[src/rtl/alu_arbiter_pkg.sv]
// Shared definitions for the two-requester ALU arbiter: opcodes, FSM state and counter width.
// The ALU_ARBITER_STATS_EN build uses CNT_W to size the grant counters.
package alu_arbiter_pkg;

  localparam logic [1:0] OP_ADD = 2'b00;
  localparam logic [1:0] OP_SUB = 2'b01;
  localparam logic [1:0] OP_AND = 2'b10;
  localparam logic [1:0] OP_OR  = 2'b11;

  localparam int CNT_W = 8;

  typedef enum logic {
    ST_IDLE = 1'b0,
    ST_BUSY = 1'b1
  } state_e;

endpackage

[src/rtl/alu_arbiter_alu.sv]
// Team 4-bit ALU: add, sub, and, or. Add and sub wrap modulo 16 and have no carry output.
module alu_arbiter_alu
  import alu_arbiter_pkg::*;
(
  input  logic [3:0] a_i,
  input  logic [3:0] b_i,
  input  logic [1:0] op_i,
  output logic [3:0] y_o
);

  always_comb begin
    y_o = 4'h0;
    case (op_i)
      OP_ADD:  y_o = a_i + b_i;
      OP_SUB:  y_o = a_i - b_i;
      OP_AND:  y_o = a_i & b_i;
      OP_OR:   y_o = a_i | b_i;
      default: y_o = 4'h0;
    endcase
  end

endmodule

[src/rtl/alu_arbiter.sv]
// Round-robin arbiter sharing one 4-bit ALU between two valid/ready requesters, one result slot.
// Optional macro ALU_ARBITER_STATS_EN adds saturating per-requester grant counters.
module alu_arbiter
  import alu_arbiter_pkg::*;
#(
  parameter logic RR_INIT = 1'b0
) (
  input  logic       clk,
  input  logic       reset,
  input  logic       req0_valid,
  output logic       req0_ready,
  input  logic [3:0] req0_a,
  input  logic [3:0] req0_b,
  input  logic [1:0] req0_op,
  input  logic       req1_valid,
  output logic       req1_ready,
  input  logic [3:0] req1_a,
  input  logic [3:0] req1_b,
  input  logic [1:0] req1_op,
  output logic       res_valid,
  input  logic       res_ready,
  output logic [3:0] res_data,
  output logic       res_id
`ifdef ALU_ARBITER_STATS_EN
  ,
  output logic [CNT_W-1:0] grant0_cnt,
  output logic [CNT_W-1:0] grant1_cnt
`endif
);

  state_e     state_q, state_d;
  logic       prio_q, prio_d;
  logic [3:0] data_q, data_d;
  logic       id_q, id_d;

  logic       any_vld;
  logic       gnt;
  logic       can_acc;
  logic       acc;
  logic [3:0] mux_a, mux_b;
  logic [1:0] mux_op;
  logic [3:0] alu_y;

  // Grant: lone requester wins; on contention the priority holder wins.
  always_comb begin
    any_vld = req0_valid | req1_valid;
    gnt     = (req0_valid & req1_valid) ? prio_q : req1_valid;
    can_acc = (state_q == ST_IDLE) | res_ready;
    acc     = can_acc & any_vld;
    mux_a   = gnt ? req1_a  : req0_a;
    mux_b   = gnt ? req1_b  : req0_b;
    mux_op  = gnt ? req1_op : req0_op;
  end

  assign req0_ready = acc & ~gnt;
  assign req1_ready = acc & gnt;

  alu_arbiter_alu u_alu (
    .a_i  (mux_a),
    .b_i  (mux_b),
    .op_i (mux_op),
    .y_o  (alu_y)
  );

  always_comb begin
    state_d = state_q;
    prio_d  = prio_q;
    data_d  = data_q;
    id_d    = id_q;
    if (acc) begin
      state_d = ST_BUSY;
      data_d  = alu_y;
      id_d    = gnt;
      prio_d  = ~gnt;
    end else if ((state_q == ST_BUSY) && res_ready) begin
      state_d = ST_IDLE;
    end
  end

  always_ff @(posedge clk or posedge reset) begin
    if (reset) begin
      state_q <= ST_IDLE;
      prio_q  <= RR_INIT;
      data_q  <= 4'h0;
      id_q    <= 1'b0;
    end else begin
      state_q <= state_d;
      prio_q  <= prio_d;
      data_q  <= data_d;
      id_q    <= id_d;
    end
  end

  assign res_valid = (state_q == ST_BUSY);
  assign res_data  = data_q;
  assign res_id    = id_q;

`ifdef ALU_ARBITER_STATS_EN
  logic [CNT_W-1:0] cnt0_q, cnt0_d;
  logic [CNT_W-1:0] cnt1_q, cnt1_d;

  function automatic logic [CNT_W-1:0] sat_inc(input logic [CNT_W-1:0] v);
    return (v == {CNT_W{1'b1}}) ? v : v + CNT_W'(1);
  endfunction

  always_comb begin
    cnt0_d = cnt0_q;
    cnt1_d = cnt1_q;
    if (req0_ready) cnt0_d = sat_inc(cnt0_q);
    if (req1_ready) cnt1_d = sat_inc(cnt1_q);
  end

  always_ff @(posedge clk or posedge reset) begin
    if (reset) begin
      cnt0_q <= '0;
      cnt1_q <= '0;
    end else begin
      cnt0_q <= cnt0_d;
      cnt1_q <= cnt1_d;
    end
  end

  assign grant0_cnt = cnt0_q;
  assign grant1_cnt = cnt1_q;
`endif

endmodule

[config.mk]
export PLATFORM = sky130hd
export DESIGN_NAME = alu_arbiter
export DESIGN_NICKNAME = d
export VERILOG_FILES = /design/src/rtl/alu_arbiter_pkg.sv /design/src/rtl/alu_arbiter_alu.sv /design/src/rtl/alu_arbiter.sv
export SDC_FILE = /design/constraint.sdc
export NUM_CORES = 1
export LEC_CHECK = 0
export ABC_AREA = 1
export CAP_MARGIN = 40
export CORE_ASPECT_RATIO = 1.5
export CORE_MARGIN = 4
export CORE_UTILIZATION = 40
export CTS_CLUSTER_SIZE = 25
export DETAILED_ROUTE_END_ITERATION = 10
export PLACE_DENSITY = 0.74
export SLEW_MARGIN = 20
export SYNTH_ARGS = -nofsm -noshare
export SYNTH_HDL_FRONTEND = slang
export SYNTH_SLANG_ARGS = --single-unit
[constraint.sdc]
create_clock -name clk -period 6.3 [get_ports clk]
set_input_delay 0.945 -clock clk [delete_from_list [all_inputs] [get_ports clk]]
set_output_delay 0.945 -clock clk [all_outputs]
set_load 0.01 [all_outputs]
* Yosys cells after proc, flatten, opt, wreduce, memory -nomap -nowiden *
Cells that the tools add are included.

storage, ports and cells
  flip-flop bits (word level) = 7
  bits of input ports = 25
  output and inout port bits = 8
  logic and storage cells = 29

cells by class
  add/subtract/negate cells = 2
  eq/ne operators = 3
  muxes and demuxes = 7
  bitwise operators = 10
  reduce and logical (&&, ||, !) cells = 3

operators with widths
  operator            number
  $pmux 4 s4          1
  $mux 4              2
  $add 4x4->4         1
  $and 1x1->1         4
  $and 4x4->4         1
  $eq 2x2->1 const B  2
  $or 4x4->4          1
  $sub 4x4->4         1
  $mux 1              3
  $eq 2x1->1 const B  1
  $logic_not 2->1     1
  $mux 2              1
  $not 1->1           2
  $or 1x1->1          2
  $reduce_bool 2->1   1
  $logic_and 1x1->1   1

* Depth between registers and ports, before layout *
  word-level depth = 5
  gate-level depth with buffers = 21
  mapped depth without buffers = 20

* By module *
A second synthesis with hierarchy kept.

second synthesis, totals
  cell total of the unflattened synthesis = 130
  area total of the unflattened synthesis = 775.7 um^2

by module, submodules not included
  module           instances  cells an instance  area each (um^2)  seq. area each (um^2)
  alu_arbiter      1          74                 455.4             175.2
  alu_arbiter_alu  1          56                 320.3             0.0

* Least setup slack after synthesis *
OpenSTA, ideal clock, no wires.

  path type = input to register
  from = input req0_valid
  to = register data_q[1], in the netlist res_data[1]
  library setup time = 0.063 ns
  arrival = 2.801 ns
  required time = 6.237 ns
  path slack = 3.436 ns
  stages = 13
  buffers on the path = 1
  cells stage by stage = nand2_2 nand2_4 buf_8 nand2_1 nand2_2 ha_1 inv_1 o21ai_1 fa_1 or2_2 nand4_1 o21ai_1 inv_1

on the way
  longest elaborated chain between the ends = 5
  elaborated cells on any way between the ends = 16
  those cells by class = add/sub: 2; eq/ne: 3; mux: 5; bitwise: 5; reduce/logical: 1

ends and longest elaborated chain
  item                                       line                   RTL
  start: declaration                         alu_arbiter.sv:10      input logic req0_valid,
  $and 1x1->1                                alu_arbiter.sv:47      gnt = (req0_valid & req1_valid) ? prio_q : req1_valid;
  $mux 1                                     alu_arbiter.sv:47
  $mux 4, or another cell as far along       alu_arbiter.sv:50      mux_a = gnt ? req1_a : req0_a;
  $sub 4x4->4, or another cell as far along  alu_arbiter_alu.sv:15  OP_SUB: y_o = a_i - b_i;
  $pmux 4 s4                                 alu_arbiter_alu.sv:13  case (op_i)
  end signal: assignment                     alu_arbiter.sv:89      data_q <= data_d;
  end: declaration                           alu_arbiter.sv:33      logic [3:0] data_q, data_d;

Several ways; a longest one is shown, not always the timed one.
A chain may end at the register's enable or synchronous reset.

* Final worst setup path *
  from = input req1_valid
  to = output req0_ready

on the way
  longest elaborated chain between the ends = 4
  elaborated cells on any way between the ends = 6
  those cells by class = mux: 1; bitwise: 5

ends and longest elaborated chain
  item                line               RTL
  start: declaration  alu_arbiter.sv:15  input logic req1_valid,
  $and 1x1->1         alu_arbiter.sv:47
  $mux 1              alu_arbiter.sv:47
  $not 1->1           alu_arbiter.sv:55  assign req0_ready = acc & ~gnt;
  $and 1x1->1 *       alu_arbiter.sv:55
  end: declaration    alu_arbiter.sv:11  output logic req0_ready,

Mark *: on every way between the ends. The rest lies on a longest branch, timed or not.

==> run_results.csv <==
group,metric,value,unit
placed_design,pre_cts_slack,2.490,ns
job,timing.max_cap.violations,0,
setup_path,crit_type,"input pin to output pin",
setup_path,critPathCaptureType,"output pin",
placed_design,dpl_cell_area,1190,um^2
floorplanning,core,2052,um^2
layout,nets,196,
global_routing,first_global_vias,903,
layout,seqCellArea,175.2,um^2
global_routing,grt_max_degree,16,
drt,vias,916,
drt,drt.antenna.violating_nets,0,
clocking,cts_root_buffer,"clkbuf_4",
global_routing,grt_first_pass_wirelength,3581,um
placed_design,gp_congestion,0.8001,
pwr,power,0.0002430,W
drt,via_per_inst,4.951,
layout,drive_gt1_share,15.34,%
sta,fin_skew,0.009108,ns
pwr,vdd_ir_drop_max,180.2,uV
yosys,synth_seq_cells,7,
drt,dr.pass1.iters,4,
floorplanning,die_h,65.43,um
drt,drcViolationCount,0,
layout,fillCellCount,221,
layout,final_common_cell,"clkdlybuf4s50_1",
layout,final_cells,185,
outcome,outcome,"finished clean",
yosys,ys_types,26,
placed_design,portBuffers,32,
floorplanning,io_pins,33,
clocking,clockBufferDepth,2,
clocking,clk-insertion-delay-late,0.25,ns
sta,tightest_slew,0.5200,ns
setup_path,cp_data_required_time,5.35,ns
layout,n_antenna_cell,0,
yosys,syn_inst,130,
yosys,syn_avg_cell_area,6.766,um^2
floorplanning,fp.dieArea,3029,um^2
yosys,synth_area_leaders,"dfrtp_1, nand2_1, inv_1",
sta,slew_headroom,65.22,%
sta,finalCritPeriodShare,59.18,%
setup_path,crit_path_max_fanout,13,
yosys,synth_top_area_share,19.91,%
sta,rsz0062_at_grt,"no",
floorplanning,floorplan.initialDensity,42.87,%
yosys,synth_seq_area_share,19.91,%
sta,drv_slew,0,
clocking,cts.repair.resized,0,
sta,setup_tns,0,ns
drt,drt-initial-drc-count,22,
placed_design,dp.cells,181,
layout,syn2layout_area_growth,38.26,%
global_routing,grt_overflow_total,0,
placed_design,dpl.hpwl,1845,um
sta,finalWorstSetupSlack,2.572,ns
yosys,synth_warnings,0,
setup_path,cp-start-kind,"input pin",
global_routing,grt_usage,15.34,%
drt,routed_wl,2189,um
yosys,syn-num-nets,162,
floorplanning,rows,20,
pwr,power_leakage,0.6257,nW
clocking,cts_sinks,7,
yosys,yosys.area.top_type,"dfrtp_1",
sta,fmax,268.2,MHz
layout,multi_input_area,561.8,um^2
yosys,syn_area,879.6,um^2
min_path,hold_path.class,"register to register",
sta,setup_violations,0,
clocking,h-tree-depth,1,
clocking,cts_hold_buf,0,
floorplanning,fp.dieW,46.29,um
sta,fin_crit,3.728,ns
layout,mostFrequentLayoutCells,"clkdlybuf4s50_1, nand2_1, inv_1",
pwr,p_per_area,199.8,nW/um^2
clocking,cts.clk_slew.worst_paths,0.06,ns
layout,stdcell_area,1216,um^2
drt,wire_per_inst,11.83,um
clocking,postCtsSetupRepairBufs,0,
clocking,cts_made_buffers,3,
global_routing,antenna_found_initial,0,
clocking,cts_tree,"done",
setup_path,arrival,2.78,ns
sta,finalHoldViolCount,0,
cell families (layout without fill, tap and decap cells):
| logic type | after synthesis | after routing | synth area share (%) |
|---|---|---|---|
| buf+inv | 31 | 64 | 16.22 |
| flops | 7 | 7 | 19.91 |
| compound gates | 14 | 14 | 10.10 |
| xor+xnor | 2 | 2 | 1.992 |
| fa+ha+maj | 7 | 7 | 10.81 |
| simple gates | 69 | 69 | 40.97 |
report_power, final:
part | total [W] | switching, W | internal, W
combinational | 0.000141 | 0.0000731 | 0.0000684
clock | 0.0000400 | 0.0000159 | 0.0000241
sequential | 0.0000616 | 0.00000556 | 0.0000560
total | 0.000243 | 0.0000945 | 0.000148
critical path: stages:
cell and delay, ns:
clkdlybuf4s50_1 0.80, o22ai_2 0.23, a21oi_1 0.23, clkdlybuf4s50_1 0.58
flip-flops by register name (all words and copies together), names as in the netlist:
signal     flops
prio_q         1
res_data       4
res_id         1
res_valid      1
worst paths after layout:
path | start | endpoint | slack (ns) | cells past startpoint
max in group asynchronous | reset | res_id | 5.17 | 2
hold / removal | res_data[3] | res_data[3] | 0.49 | 2
hold reg to reg | res_data[3] | res_data[3] | 0.49 | 2
setup / recovery | req1_valid | req0_ready | 2.57 | 4
setup reg to reg | prio_q | res_data[1] | 3.68 | 13
min in group asynchronous | reset | prio_q | 0.92 | 2
synthesized netlist by cell type:
master	count
a21oi_1	3
buf_6	2
buf_8	1
dfrtp_1	7
fa_1	1
ha_1	6
inv_1	22
inv_2	6
nand2_1	31
nand2_2	5
nand2_4	3
nand3_1	12
nand3_2	2
nand3b_1	5
nand4_1	2
nor2_1	5
nor2_2	2
nor2_4	1
o21a_4	1
o21ai_0	3
o21ai_1	5
o22ai_1	1
o22ai_2	1
or2_2	1
xnor2_1	1
xor2_1	1
area by class of cell:
class,instances,area share (%)
sequential,7,14.40
tap,22,2.263
multi-input combinational,92,46.19
inverter,28,8.642
clock buffer,4,2.160
timing repair buffer,32,26.34
per-stage QoR:
step / util (%) / hold WS [ns]
final: 59.27 / 0.4939
after global routing: 59.27 / 0.5169
after CTS: 59.27 / 0.4970
after detailed placement: 57.99 / 0.4724
after global placement: 57.99 / 0.4734
after floorplan: - / 0.4914
per-layer routing:
metal	track usage, %	part of all wire (%)
met1	17.34	40
met4	3.203	0
met5	0	0
met2	28.97	55
met3	1.644	4.4
No activity file was read; power rests on OpenSTA's default activity.
